## config.mk

```make
export PLATFORM = sky130hd
export DESIGN_NAME = cvxif_initiator
export DESIGN_NICKNAME = d
export VERILOG_FILES = /design/src/rtl/cvxif_initiator.sv
export SDC_FILE = /design/constraint.sdc
export NUM_CORES = 1
export LEC_CHECK = 0
export ABC_AREA = 1
export BUFFER_PORTS_ARGS = -buffer_cell sky130_fd_sc_hd__buf_2
export CAP_MARGIN = 20
export CORE_AREA = 2 2 190 192
export CTS_CLUSTER_SIZE = 10
export DETAILED_ROUTE_END_ITERATION = 8
export DIE_AREA = 0 0 192 194
export SLEW_MARGIN = 20
export SYNTH_ARGS = -nofsm -noshare
export SYNTH_HDL_FRONTEND = slang
export SYNTH_SLANG_ARGS = --single-unit
```

## constraint.sdc

```tcl
create_clock -name clk_i -period 1.69 [get_ports clk_i]
set_clock_uncertainty 0.05 [all_clocks]
set_input_delay 0.2535 -clock clk_i [delete_from_list [all_inputs] [get_ports clk_i]]
set_output_delay 0.2535 -clock clk_i [all_outputs]
set_load 0.01 [all_outputs]
```

## src/rtl/cvxif_initiator.sv

```systemverilog
// Single-outstanding CV-X-IF offload initiator: issues one command, commits or
// kills it, collects the matching result and returns a status to the requester.
module cvxif_initiator #(
  parameter int XLEN          = 64,
  parameter int IdWidth       = 3,
  parameter int TimeoutCycles = 1024
) (
  input  logic               clk_i,
  input  logic               rst_ni,
  // command side
  input  logic               cmd_valid_i,
  output logic               cmd_ready_o,
  input  logic [31:0]        cmd_instr_i,
  input  logic [XLEN-1:0]    cmd_rs1_i,
  input  logic [XLEN-1:0]    cmd_rs2_i,
  input  logic               cmd_kill_i,
  // issue
  output logic               x_issue_valid_o,
  input  logic               x_issue_ready_i,
  input  logic               x_issue_accept_i,
  input  logic               x_issue_writeback_i,
  output logic [31:0]        x_issue_instr_o,
  output logic [XLEN-1:0]    x_issue_rs1_o,
  output logic [XLEN-1:0]    x_issue_rs2_o,
  output logic [IdWidth-1:0] x_issue_id_o,
  // commit
  output logic               x_commit_valid_o,
  output logic [IdWidth-1:0] x_commit_id_o,
  output logic               x_commit_kill_o,
  // result
  input  logic               x_result_valid_i,
  output logic               x_result_ready_o,
  input  logic [IdWidth-1:0] x_result_id_i,
  input  logic [XLEN-1:0]    x_result_data_i,
  input  logic [4:0]         x_result_rd_i,
  input  logic               x_result_we_i,
  input  logic               x_result_exc_i,
  // response
  output logic               rsp_valid_o,
  input  logic               rsp_ready_i,
  output logic [XLEN-1:0]    rsp_data_o,
  output logic [4:0]         rsp_rd_o,
  output logic               rsp_we_o,
  output logic               rsp_exc_o,
  output logic [1:0]         rsp_status_o
);

  localparam int TmoW = (TimeoutCycles > 1) ? $clog2(TimeoutCycles) : 1;
  localparam logic [TmoW-1:0] TmoLast = TmoW'(TimeoutCycles - 1);

  localparam logic [1:0] StOk       = 2'd0;
  localparam logic [1:0] StRejected = 2'd1;
  localparam logic [1:0] StKilled   = 2'd2;
  localparam logic [1:0] StTimeout  = 2'd3;

  typedef enum logic [2:0] {
    S_IDLE,
    S_ISSUE,
    S_COMMIT,
    S_WAIT_RES,
    S_RESP
  } state_t;

  state_t              r_state;
  state_t              w_state_next;
  logic [31:0]         r_instr;
  logic [XLEN-1:0]     r_rs1;
  logic [XLEN-1:0]     r_rs2;
  logic [IdWidth-1:0]  r_id;
  logic [IdWidth-1:0]  r_id_cnt;
  logic                r_wb;
  logic [TmoW-1:0]     r_tmo_cnt;
  logic [XLEN-1:0]     r_rsp_data;
  logic [4:0]          r_rsp_rd;
  logic                r_rsp_we;
  logic                r_rsp_exc;
  logic [1:0]          r_rsp_status;
  logic                w_res_match;
  logic                w_tmo_hit;

  assign w_res_match = x_result_valid_i && (x_result_id_i == r_id);
  assign w_tmo_hit   = (r_tmo_cnt == TmoLast);

  always_ff @(posedge clk_i) begin
    if (!rst_ni) r_state <= S_IDLE;
    else         r_state <= w_state_next;
  end

  always_comb begin
    w_state_next = r_state;
    unique case (r_state)
      S_IDLE:     if (cmd_valid_i) w_state_next = S_ISSUE;
      S_ISSUE:    if (x_issue_ready_i) w_state_next = x_issue_accept_i ? S_COMMIT : S_RESP;
      S_COMMIT:   w_state_next = (cmd_kill_i || !r_wb) ? S_RESP : S_WAIT_RES;
      S_WAIT_RES: if (w_res_match || w_tmo_hit) w_state_next = S_RESP;
      S_RESP:     if (rsp_ready_i) w_state_next = S_IDLE;
      default:    w_state_next = S_IDLE;
    endcase
  end

  always_ff @(posedge clk_i) begin
    if (!rst_ni) begin
      r_instr      <= '0;
      r_rs1        <= '0;
      r_rs2        <= '0;
      r_id         <= '0;
      r_id_cnt     <= '0;
      r_wb         <= 1'b0;
      r_tmo_cnt    <= '0;
      r_rsp_data   <= '0;
      r_rsp_rd     <= '0;
      r_rsp_we     <= 1'b0;
      r_rsp_exc    <= 1'b0;
      r_rsp_status <= StOk;
    end else begin
      case (r_state)
        S_IDLE: if (cmd_valid_i) begin
          r_instr <= cmd_instr_i;
          r_rs1   <= cmd_rs1_i;
          r_rs2   <= cmd_rs2_i;
          r_id    <= r_id_cnt;
        end
        S_ISSUE: if (x_issue_ready_i) begin
          r_wb <= x_issue_writeback_i;
          if (!x_issue_accept_i) begin
            {r_rsp_data, r_rsp_rd, r_rsp_we, r_rsp_exc} <= '0;
            r_rsp_status <= StRejected;
          end
        end
        S_COMMIT: begin
          // counter starts from zero on the first WAIT_RES cycle
          r_tmo_cnt <= '0;
          if (cmd_kill_i || !r_wb) begin
            {r_rsp_data, r_rsp_rd, r_rsp_we, r_rsp_exc} <= '0;
            r_rsp_status <= cmd_kill_i ? StKilled : StOk;
          end
        end
        S_WAIT_RES: begin
          r_tmo_cnt <= r_tmo_cnt + TmoW'(1);
          // a matching result takes priority over an expiring timeout
          if (w_res_match) begin
            r_rsp_data   <= x_result_data_i;
            r_rsp_rd     <= x_result_rd_i;
            r_rsp_we     <= x_result_we_i;
            r_rsp_exc    <= x_result_exc_i;
            r_rsp_status <= StOk;
          end else if (w_tmo_hit) begin
            {r_rsp_data, r_rsp_rd, r_rsp_we, r_rsp_exc} <= '0;
            r_rsp_status <= StTimeout;
          end
        end
        S_RESP: if (rsp_ready_i) r_id_cnt <= r_id_cnt + IdWidth'(1);
        default: ;
      endcase
    end
  end

  assign cmd_ready_o      = (r_state == S_IDLE);
  assign x_issue_valid_o  = (r_state == S_ISSUE);
  assign x_issue_instr_o  = r_instr;
  assign x_issue_rs1_o    = r_rs1;
  assign x_issue_rs2_o    = r_rs2;
  assign x_issue_id_o     = r_id;
  assign x_commit_valid_o = (r_state == S_COMMIT);
  assign x_commit_id_o    = r_id;
  assign x_commit_kill_o  = (r_state == S_COMMIT) && cmd_kill_i;
  assign x_result_ready_o = (r_state == S_WAIT_RES);
  assign rsp_valid_o      = (r_state == S_RESP);
  assign rsp_data_o       = r_rsp_data;
  assign rsp_rd_o         = r_rsp_rd;
  assign rsp_we_o         = r_rsp_we;
  assign rsp_exc_o        = r_rsp_exc;
  assign rsp_status_o     = r_rsp_status;

endmodule

```

==> flow_summary.yaml <==
run_status:
  outcome: "finished with violations"
  violations: "negative setup slack"
synthesis:
  synth-seq-cells: 253
  synth_seq_area_share: 0.493
  avgSynthCellArea_sq_um: 7.26
  synthDistinctLibCells: 25
  syn_inst: 1415
  synth_area_leader_cell: "dfxtp_1"
  syn_area_sq_um: 10300
  syn_nets: 1660
  yosys_warnings: 0
  yosys.area.top_type_share: 0.493
  synth_area_leaders: "dfxtp_1 (49%), nand2_1 (11%), a21oi_1 (11%), nand3_1 (11%), nor2_1 (5.1%)"
hold_path:
  hold_path.class: "in2reg"
timing:
  fmax_mhz: 561
  period_share: 1.05
  hold_slack_ps: 19.1
  finalSetupViolations: 37
  fin_tns_setup_ps: -988
  rsz0062_at_grt: "true"
  period_minus_slack_ps: 1780
  setup_ws_ps: -91.6
  finalHoldViolCount: 0
  drv_slew: 0
  worst_slew_pin_slew_ps: 428
  relSlewSlack: 0.715
route:
  routed_wl_mm: 47.4
  drc: 0
  vias: 13000
  dr.pass1.iters: 7
  drt_iter0_markers: 702
  drt-wirelength-per-cell_um: 18.1
  ant_nets: 0
  viasPerCell: 4.98
global_route:
  overflow: 0
  antenna_found_initial: 5
  grt_pass1_vias: 12100
  grt_max_degree: 92
  grt_pass1_wl_mm: 64.5
  grt_use_total: 0.216
critical_path:
  cp-end-kind: "output port"
  cp.arrival_ps: 1480
  worst-path-max-fanout: 3
  crit_path_start_kind: "register"
  crit_path_max_incr_delay_ps: 380
  cp_cell_sequence: "inv_4, nor3_2, buf_4, nand2_4, inv_2, buf_6"
  worstSetupPathType: "reg2out"
  critPathBufInv: 4
  cp.required_ps: 1390
  cp_top_family: "flip-flops"
  cpMaxStageDelayCell: "dfxtp_4"
clock_network:
  clock_path_buffers: 3
  h-tree-depth: 1
  insertion_delay_ps: 570
  cts_num_sinks: 253
  cts_inserted_buffers: 30
  cts_tree: "yes"
  clk_pin_slew_worst_paths_ps: 60
  cts_root_buffer: "clkbuf_16"
place:
  portBuffers: 487
  place_inst: 2292
  place_ws_ps: -25.1
  hpwlAfterDp_mm: 26.2
  gp_congestion: 0.813
power_and_ir_drop:
  ir_drop_mv: 1.12
  p_sw_mw: 12.5
  leakagePower_nw: 8.50
  comb_power_share: 0.534
  pwr_density_cell_nw_per_um2: 1730
  power_frac_seq: 0.278
  p_clk_frac: 0.189
  cellInternalPower_mw: 18.9
  swShare: 0.397
floorplanning:
  die_x_um: 192
  rows: 69
  dieArea_sq_um: 37200
  initial_core_util: 0.292
  core_area_sq_um: 35200
  pin_count: 488
  die_h_um: 194
final_layout:
  seq_area_sq_um: 5080
  synthToLayoutAreaGrowth_pct: 76.9
  layout-drive-gt1-share: 0.360
  multiInputGateArea_sq_um: 4910
  instances_no_fill: 2613
  fin_nets: 2385
  fillers: 3202
job:
  maxCapViolCount: 0
==> worst paths after layout <==
check             cells past startpoint  slack [ps]                from                 end
hold reg to reg                       2         410  x_issue_instr_o[7]  x_issue_instr_o[7]
setup / recovery                      6         -90          r_state[1]     x_commit_kill_o
hold / removal                        5          20    x_issue_accept_i          r_state[1]
setup reg to reg                     12         -40    x_commit_id_o[2]      rsp_data_o[32]
==> flip-flops by register name, summed over array words and instances (netlist names), 3 cells and up <==
signal           flops
r_tmo_cnt           10
x_issue_rs2_o       64
rsp_data_o          64
r_state              3
x_commit_id_o        3
rsp_rd_o             5
x_issue_instr_o     32
r_id_cnt             3
x_issue_rs1_o       64
==> area by class of cell <==
class,instances,share of cell area
Timing Repair Buffer,819,0.355
Sequential cell,253,0.279
Multi-Input combinational cell,962,0.270
Tap cell,461,0.0317
Clock buffer,41,0.0469
Antenna cell,2,0.000275
Clock inverter,1,0.000275
Inverter,74,0.0162
==> per-layer routing <==
| metal | wire length [um] | global-route usage |
|---|---|---|
| met3 | 4070 | 0.0487 |
| met5 | 39 | 0 |
| met2 | 23300 | 0.383 |
| met4 | 2560 | 0.111 |
| met1 | 17400 | 0.239 |
==> worst min-delay path, delay by kind of cell <==
kind | cells | cell delay, ps
AND/OR/NAND/NOR | 2 | 140
buffers and inverters | 2 | 120
AO/OA/AOI/OAI | 1 | 70
==> layout by cell type (no fill, tap or decap), types with 3 or more instances in the layout <==
master / synthesis / final
a21oi_1: 222 / 204
a21oi_2: 0 / 18
buf_12: 0 / 23
buf_16: 0 / 9
buf_2: 41 / 480
buf_4: 13 / 45
buf_6: 0 / 26
buf_8: 0 / 8
clkbuf_1: 68 / 6
clkbuf_16: 0 / 50
clkbuf_8: 0 / 4
dfxtp_1: 253 / 247
dfxtp_2: 0 / 4
dlygate4sd3_1: 0 / 208
inv_1: 71 / 67
inv_4: 0 / 3
nand2_1: 303 / 273
nand2_2: 1 / 17
nand2_4: 0 / 12
nand2_8: 0 / 3
nand3_1: 218 / 181
nand3_2: 0 / 36
nand4_1: 48 / 48
nor2_1: 140 / 121
nor2_2: 2 / 12
nor2_4: 1 / 10
o21ai_0: 14 / 8
o21ai_1: 0 / 6
==> kinds of logic (layout without fill, tap and decap cells) <==
| family | after synthesis | in the layout | share of synthesized area |
|---|---|---|---|
| xor gates and xnor gates | 1 | 1 | 0.000853 |
| adders and majority gates | 2 | 2 | 0.00244 |
| other | 0 | 2 | 0 |
| and+or+nand+nor | 719 | 720 | 0.304 |
| AOI/OAI and AO/OA | 239 | 239 | 0.117 |
| buffers and inverters | 201 | 935 | 0.0832 |
| DFF | 253 | 253 | 0.493 |
==> power by group through the flow <==
stage	Clock, mW	Sequential (mW)	Combinational [mW]
5_1_grt	6.27	8.89	18.0
6_report	5.92	8.72	16.8
4_1_cts	6.05	8.63	13.5
2_1_floorplan	0	9.47	6.21
3_3_place_gp	0	8.64	11.5
3_5_place_dp	0	8.68	11.7
==> metrics by stage <==
step	utilization	power (mW)	instance area, sq um
3_3_place_gp	0.382	20.1	13500
6_report	0.516	31.4	18200
3_5_place_dp	0.382	20.3	13500
2_1_floorplan	-	15.7	10300
4_1_cts	0.480	28.2	16900
5_1_grt	0.516	33.2	18200
==> Yosys cell counts <==
master,instances
nand2_1,303
dfxtp_1,253
a21oi_1,222
nand3_1,218
nor2_1,140
inv_1,71
clkbuf_1,68
nand4_1,48
buf_2,41
o21ai_0,14
buf_4,13
buf_1,5
inv_2,3
nor3_1,3
ha_1,2
nor2_2,2
a211oi_1,1
a31oi_1,1
and3_1,1
nand2_2,1
nand3b_1,1
nor2_4,1
o31ai_1,1
or2_2,1
xor2_1,1
==> what timing repair did <==
item,CTS,global route
hold buffers,208,0
endpoints found under the hold margin,209,0
pin swaps,9,64
buffers inserted,18,21
cloned,8,27
resized for setup,39,162
endpoints found under the setup margin,73,225
Note: power is estimated with default switching activity, not from simulation.
